<file path="config.mk">
export PLATFORM = sky130hd
export DESIGN_NAME = hazard_ctrl
export DESIGN_NICKNAME = d
export VERILOG_FILES = /design/src/rtl/hazard_ctrl.sv
export SDC_FILE = /design/constraint.sdc
export NUM_CORES = 1
export LEC_CHECK = 0
export ABC_AREA = 1
export CAP_MARGIN = 20
export CORE_AREA = 2 2 86 88
export CTS_BUF_LIST = sky130_fd_sc_hd__clkbuf_4
export CTS_CLUSTER_SIZE = 12
export DETAILED_ROUTE_END_ITERATION = 16
export DIE_AREA = 0 0 88 90
export PLACE_DENSITY = 0.7
export SYNTH_ARGS = -nofsm -noshare
export SYNTH_HDL_FRONTEND = slang
export SYNTH_SLANG_ARGS = --single-unit
</file>
<file path="constraint.sdc">
create_clock -name clk -period 2.72 [get_ports clk]
set_clock_uncertainty 0.2 [all_clocks]
set_input_delay 0.816 -clock clk [delete_from_list [all_inputs] [get_ports clk]]
set_output_delay 0.816 -clock clk [all_outputs]
set_load 0.02 [all_outputs]
</file>
<file path="src/rtl/hazard_ctrl.sv">
// Pipeline hazard unit: load-use stall, taken-branch flush, data-memory wait freeze, EX-stage forwarding.
// Latency: enables/flushes/forward selects are combinational from inputs and state; counters/flag update on the next edge.
// Backpressure: a pending data-memory access freezes PC..EX/MEM and bubbles MEM/WB until dmem_ready_i returns.
module hazard_ctrl #(
    parameter int CNT_W    = 16,
    parameter int WAIT_MAX = 64
) (
    input  logic             clk,
    input  logic             reset,
    input  logic [4:0]       id_rn_i,
    input  logic [4:0]       id_rm_i,
    input  logic             id_use_rn_i,
    input  logic             id_use_rm_i,
    input  logic [4:0]       ex_rn_i,
    input  logic [4:0]       ex_rm_i,
    input  logic [4:0]       ex_destreg_i,
    input  logic             ex_memread_i,
    input  logic [4:0]       mem_destreg_i,
    input  logic             mem_regwrite_i,
    input  logic [4:0]       wb_destreg_i,
    input  logic             wb_regwrite_i,
    input  logic             br_taken_i,
    input  logic             dmem_req_i,
    input  logic             dmem_ready_i,
    output logic             pc_en_o,
    output logic             ifde_en_o,
    output logic             idex_en_o,
    output logic             exmem_en_o,
    output logic             ifde_flush_o,
    output logic             idex_flush_o,
    output logic             exmem_flush_o,
    output logic             memwb_bubble_o,
    output logic [1:0]       fwd_a_o,
    output logic [1:0]       fwd_b_o,
    output logic [CNT_W-1:0] stall_cnt_o,
    output logic [CNT_W-1:0] flush_cnt_o,
    output logic             mem_timeout_o
);

    localparam logic [4:0] XZR  = 5'd31;
    localparam int         WC_W = $clog2(WAIT_MAX + 1);
    localparam logic [WC_W-1:0] WC_MAX  = WC_W'(WAIT_MAX);
    localparam logic [WC_W-1:0] WC_LAST = WC_W'(WAIT_MAX - 1);

    typedef enum logic [1:0] {
        RUN      = 2'd0,
        LU_STALL = 2'd1,
        MEM_WAIT = 2'd2
    } state_t;

    state_t           state_q, state_d;
    logic [CNT_W-1:0] stall_cnt_q, stall_cnt_d;
    logic [CNT_W-1:0] flush_cnt_q, flush_cnt_d;
    logic [WC_W-1:0]  wait_cnt_q, wait_cnt_d;
    logic             timeout_q, timeout_d;

    logic             mem_stall;
    logic             load_use;
    logic             stall_inc;
    logic             flush_inc;

    // EX/MEM result is newer than MEM/WB, so it wins when both match; XZR is never a real dependency.
    function automatic logic [1:0] fwd_sel(
        input logic [4:0] src,
        input logic [4:0] mem_dst,
        input logic       mem_wr,
        input logic [4:0] wb_dst,
        input logic       wb_wr
    );
        logic [1:0] sel;
        sel = 2'b00;
        if (src != XZR) begin
            if (mem_wr && (mem_dst == src)) begin
                sel = 2'b10;
            end else if (wb_wr && (wb_dst == src)) begin
                sel = 2'b01;
            end
        end
        return sel;
    endfunction

    assign mem_stall = dmem_req_i & ~dmem_ready_i;
    assign load_use  = ex_memread_i & (ex_destreg_i != XZR) &
                       ((id_use_rn_i & (id_rn_i == ex_destreg_i)) |
                        (id_use_rm_i & (id_rm_i == ex_destreg_i)));

    // Next state and pipeline controls; priority is memory freeze, then branch flush, then load-use.
    always_comb begin
        state_d        = RUN;
        pc_en_o        = 1'b1;
        ifde_en_o      = 1'b1;
        idex_en_o      = 1'b1;
        exmem_en_o     = 1'b1;
        ifde_flush_o   = 1'b0;
        idex_flush_o   = 1'b0;
        exmem_flush_o  = 1'b0;
        memwb_bubble_o = 1'b0;
        fwd_a_o        = fwd_sel(ex_rn_i, mem_destreg_i, mem_regwrite_i, wb_destreg_i, wb_regwrite_i);
        fwd_b_o        = fwd_sel(ex_rm_i, mem_destreg_i, mem_regwrite_i, wb_destreg_i, wb_regwrite_i);
        stall_inc      = 1'b0;
        flush_inc      = 1'b0;

        if (mem_stall) begin
            state_d        = MEM_WAIT;
            pc_en_o        = 1'b0;
            ifde_en_o      = 1'b0;
            idex_en_o      = 1'b0;
            exmem_en_o     = 1'b0;
            memwb_bubble_o = 1'b1;
            stall_inc      = 1'b1;
        end else if (br_taken_i) begin
            // Wrong-path instructions are squashed; any pending load-use stall is moot.
            ifde_flush_o  = 1'b1;
            idex_flush_o  = 1'b1;
            exmem_flush_o = 1'b1;
            flush_inc     = 1'b1;
        end else if ((state_q == RUN) && load_use) begin
            // Hold the consumer in IF/DE for one cycle and let a NOP enter EX behind the load.
            state_d      = LU_STALL;
            pc_en_o      = 1'b0;
            ifde_en_o    = 1'b0;
            idex_flush_o = 1'b1;
            stall_inc    = 1'b1;
        end

        if (reset) begin
            pc_en_o        = 1'b1;
            ifde_en_o      = 1'b1;
            idex_en_o      = 1'b1;
            exmem_en_o     = 1'b1;
            ifde_flush_o   = 1'b0;
            idex_flush_o   = 1'b0;
            exmem_flush_o  = 1'b0;
            memwb_bubble_o = 1'b0;
            fwd_a_o        = 2'b00;
            fwd_b_o        = 2'b00;
        end
    end

    // Saturating perf counters, consecutive-wait counter and sticky timeout flag.
    always_comb begin
        stall_cnt_d = stall_cnt_q;
        flush_cnt_d = flush_cnt_q;
        wait_cnt_d  = '0;
        timeout_d   = timeout_q;
        if (stall_inc && (stall_cnt_q != {CNT_W{1'b1}})) begin
            stall_cnt_d = stall_cnt_q + CNT_W'(1);
        end
        if (flush_inc && (flush_cnt_q != {CNT_W{1'b1}})) begin
            flush_cnt_d = flush_cnt_q + CNT_W'(1);
        end
        if (mem_stall) begin
            wait_cnt_d = (wait_cnt_q == WC_MAX) ? wait_cnt_q : wait_cnt_q + WC_W'(1);
            if (wait_cnt_q >= WC_LAST) begin
                timeout_d = 1'b1;
            end
        end
    end

    // State and counter registers with synchronous reset.
    always_ff @(posedge clk) begin
        if (reset) begin
            state_q     <= RUN;
            stall_cnt_q <= '0;
            flush_cnt_q <= '0;
            wait_cnt_q  <= '0;
            timeout_q   <= 1'b0;
        end else begin
            state_q     <= state_d;
            stall_cnt_q <= stall_cnt_d;
            flush_cnt_q <= flush_cnt_d;
            wait_cnt_q  <= wait_cnt_d;
            timeout_q   <= timeout_d;
        end
    end

    assign stall_cnt_o   = stall_cnt_q;
    assign flush_cnt_o   = flush_cnt_q;
    assign mem_timeout_o = timeout_q;

endmodule

</file>
=== Word-level counts from Yosys, hierarchy flattened ===
Cells that the tools add are included.

* Register bits after elaboration: 42
* Input port bits: 45

* Add/sub/neg operators: 3
* $lt $le $gt $ge: 1
* Eq/ne operators: 12
* Mux-type cells: 28
* Bitwise logic cells: 8
* Reduce and logical (&&, ||, !) cells: 11

{| class="wikitable"
|+ Operators by type and width
! operator !! count
|-
| adder 16 x 1 -> 16 bit, second input constant || 2
|-
| != test 16 bit, second input constant || 2
|-
| equality test 5 bit || 6
|-
| two-way mux 1 bit || 21
|-
| != test 5 bit, second input constant || 3
|-
| two-way mux 2 bit || 7
|-
| adder 7 x 1 -> 7 bit, second input constant || 1
|-
| equality test 7 bit, second input constant || 1
|-
| >= comparator 7 x 6 -> 1 bit, second input constant || 1
|-
| logical AND 1 bit || 7
|-
| bitwise AND 1 bit || 5
|-
| OR reduction 3 bit || 1
|-
| zero test 2 bit || 1
|-
| inverter 1 bit || 2
|-
| AND reduction 2 bit || 1
|-
| OR reduction 2 bit || 1
|-
| OR 1 bit || 1
|}

=== Logic depth before layout (Yosys ltp) ===
* Depth after elaboration: 9
* Mapped depth: 13
* Gate-level depth less buffers: 12

=== Worst setup path before layout ===
Ideal clock, no wire load.

* Path kind: input to output
* Start: in dmem_req_i
* End: out idex_en_o
* Data arrival time: 1.935 ns
* Data required time: 1.704 ns
* Path slack: -0.231 ns
* Stages on the path: 6
* Cell sequence: inv_1 > nor2_1 > inv_1 > nor2_1 > inv_1 > buf_4

* Cells in the longest elaborated chain, start to end: 3

{| class="wikitable"
|+ RTL lines
! what !! line !! RTL
|-
| start: declaration || 23 || <nowiki>input logic dmem_req_i,</nowiki>
|-
| bitwise AND 1 bit || 82 || <nowiki>assign mem_stall = dmem_req_i & ~dmem_ready_i;</nowiki>
|-
| two-way mux 1 bit (2 in series) || -- ||
|-
| end: declaration || 27 || <nowiki>output logic idex_en_o,</nowiki>
|}

No other way between the ends.

=== Worst setup path after layout ===
* Start: in mem_destreg_i[4]
* End: out fwd_a_o[1]

* Cells in the longest elaborated chain, start to end: 5

{| class="wikitable"
|+ RTL lines
! what !! line !! RTL
|-
| start: declaration || 18 || <nowiki>input logic [4:0] mem_destreg_i,</nowiki>
|-
| equality test 5 bit || 73 || <nowiki>if (mem_wr && (mem_dst == src)) begin</nowiki>
|-
| logical AND 1 bit || 73 ||
|-
| two-way mux 2 bit || 73 ||
|-
| two-way mux 2 bit || 72 || <nowiki>if (src != XZR) begin</nowiki>
|-
| two-way mux 2 bit || 126 || <nowiki>if (reset) begin</nowiki>
|-
| end: declaration || 33 || <nowiki>output logic [1:0] fwd_a_o,</nowiki>
|}

No other way between the ends.

==> results.cfg <==
[status]
status = complete, but fails checks
violations = setup timing

[die]
dieHeight_um = 90
initial_core_util = 0.3903
row_count = 31
die_x_um = 88
die_area_mm2 = 0.007920
ios = 90
core-area_mm2 = 0.007020

[pwr]
p_int_mw = 0.9494
power.switching_mw = 0.3611
p_sw_frac = 0.2755
power_density_mw_per_mm2 = 319.0
power_frac_comb = 0.225
p_leak_nw = 1.780
irDropWorstVdd_mv = 0.2300
power_frac_clock = 0.295
p_total_mw = 1.311
pwr-share-seq = 0.480

[worst_setup_path]
crit_arrival_ns = 1.80
crit_type = in2out
crit_path_end_kind = output pin
critPathMaxFanout = 2
crit_top_cell = nor3_2
crit_slowest_cell = nor3_2
cp_cell_sequence = buf_8, xor2_1, nor3_2, o2111ai_2, nor3_2, buf_4
slowest_delay_ns = 0.26
crit_required_ns = 1.70
rr_startpoint = stall_cnt_o[1]
start_kind = primary input
rr_endpoint = stall_cnt_o[11]
reg2reg_depth = 12
worst-r2r-setup-slack_ns = 0.80

[sta]
rsz0062_at_grt = true
max_freq_mhz = 355.6
finalSetupViolCount = 3
setup_tns_ns = -0.1985
finalCritPeriodShare = 1.034
drv_slew = 0
hold_violations = 0
slew_headroom = 0.7709
period_minus_slack_ns = 2.812
worst_slew_pin_slew_ns = 0.3406
fin_ws_ns = -0.09247

[layout]
nets = 606
utilization = 0.5851
area_growth_pct = 49.91
drive_above_1_share = 0.2693
fillCellCount = 672
antenna_cells = 0
area.sequential_um2 = 840.8
final_cells = 656
multi_input_area_mm2 = 0.001759

[logic_synthesis]
synth_cells = 443
yosys.area.top_type = dfxtp_1
syn_nets = 492
synth_edf_count = 0
synth_area_per_cell_um2 = 6.185
synth_commonest_cells = 109 x nand2_1, 72 x nor2_1, 61 x inv_1
yosysWarnings = 0
async_flop_share = 0
synth_area_mm2 = 0.002740
ys_seq_elements = 42
ys_seq_area_frac = 0.3068
yosysUniqueCellTypes = 35
synth_most_common_cell = nand2_1
synth_top_area_frac = 0.3068
netlist_top_cells_area = dfxtp_1 31%, nand2_1 15%, nor2_1 9.9%, inv_1 8.4%, nand3_1 6.2%
synth_top_flop_cell = dfxtp_1

[min_path]
min_from = wait_cnt_q[0]
hold_depth = 2
hp-class = reg2reg
holdPathEnd = wait_cnt_q[0]

[routing]
vias_per_cell = 4.878
routedWlPerCell_um = 11.78
vias = 3200
drtPass1Iterations = 4
wirelength_um = 7726
detail-route-antenna-nets = 0
drc = 0
drtIter0Drc = 108

[clock_network]
clkLatencyLatePin_ns = 0.35
cts_buffer_depth = 2
tritoncts = done
cts_made_buffers = 5
htreeDepth = 2
path_clk_slew_ns = 0.10
root_buffer = clkbuf_4
cts.sinks = 42

[global_route]
grt_pass1_vias = 2970
track_usage = 0.1963
grt_max_degree = 26
gr-total-overflow = 0
grt_pass1_wl_um = 12720
antenna_found_initial = 0

[placement]
detailedPlace.worstSlack_ns = -0.9312
gp_congestion = 0.8592
dp_hpwl_um = 5662
dp.cells = 638
port_buffers = 89

[run]
maxCapViolations = 0
-- power by group through the flow --
| stage | logic [mW] | clock network [mW] | registers, mW |
|---|---|---|---|
| final | 0.294 | 0.387 | 0.629 |
| after global routing | 0.320 | 0.423 | 0.630 |
| after CTS | 0.267 | 0.396 | 0.629 |
| after detailed placement | 0.254 | 0 | 0.643 |
| after global placement | 0.249 | 0 | 0.642 |
| after floorplan | 0.114 | 0 | 0.648 |
-- routing by layer --
metal  vias up  track usage  share of wire
met3        15      0.04408          0.054
met5         -            0              0
met1      1446       0.2369           0.42
met4         0      0.06795          0.020
met2       100       0.3365           0.50
li1       1639            -              -
-- registers in the layout (all words and copies together), names as in the netlist --
signal and flops:
wait_cnt_q 7, state_q 2, stall_cnt_o 16, flush_cnt_o 16
mem_timeout_o 1
-- stage by stage --
stage                     hold slack (ns)  cell area, um2
after floorplan                    0.2564            2769
after global routing               0.3140            4108
after detailed placement           0.2810            3839
after global placement             0.2561            3839
after CTS                          0.2963            3983
final                              0.2912            4108
-- cell usage in the layout (no fill, tap or decap), types with 10 or more instances in the layout --
cell,count
clkdlybuf4s50_1,33
dfxtp_1,42
nand3_1,32
nor2_1,65
buf_2,18
a21oi_1,27
buf_4,34
inv_1,44
nand2_1,99
inv_2,15
buf_6,20
o21ai_0,10
nand2_2,11
-- how the worst max path moves through the flow --
stage / start / endpoint / slack [ns] / cells after the start
6_report: mem_destreg_i[4] / fwd_a_o[1] / -0.09 / 6
5_1_grt: mem_destreg_i[4] / fwd_a_o[1] / -0.12 / 6
4_1_cts: mem_destreg_i[4] / fwd_a_o[1] / -0.1 / 6
3_5_place_dp: ex_destreg_i[3] / ifde_en_o / -0.93 / 11
3_3_place_gp: ex_destreg_i[0] / ifde_en_o / -0.90 / 11
2_1_floorplan: mem_destreg_i[4] / fwd_b_o[1] / 0.009 / 4
-- worst max-delay path: cells and delay by family --
family	cells	cell delay, ns
compound gates	1	0.17
xor+xnor	1	0.17
buf+inv	2	0.26
simple gates	2	0.39
-- cells by family (layout without fill, tap and decap cells) --
logic type	Yosys count	in the layout	share of synthesized area
buffers and inverters	76	190	0.1174
and+or+nand+nor	256	256	0.4105
DFF	42	42	0.3069
adders and majority gates	4	4	0.01827
AOI/OAI and AO/OA	52	52	0.1055
xor gates and xnor gates	13	13	0.04155
-- timing repair --
item / CTS / global route
pin swaps: 44 / 34
gates resized for setup: 274 / 42
setup buffers: 11 / 0
setup endpoints to repair: 12 / 7
hold buffers: 0 / 0
-- area by class of cell --
cell class,count,area share
Inverter,64,0.06275
Sequential cell,42,0.2047
Timing Repair Buffer,119,0.2568
Tap cell,99,0.03016
Multi-Input combinational cell,325,0.4283
Clock buffer,5,0.009138
Clock inverter,2,0.008224
Power figures use the tool's default switching activity.
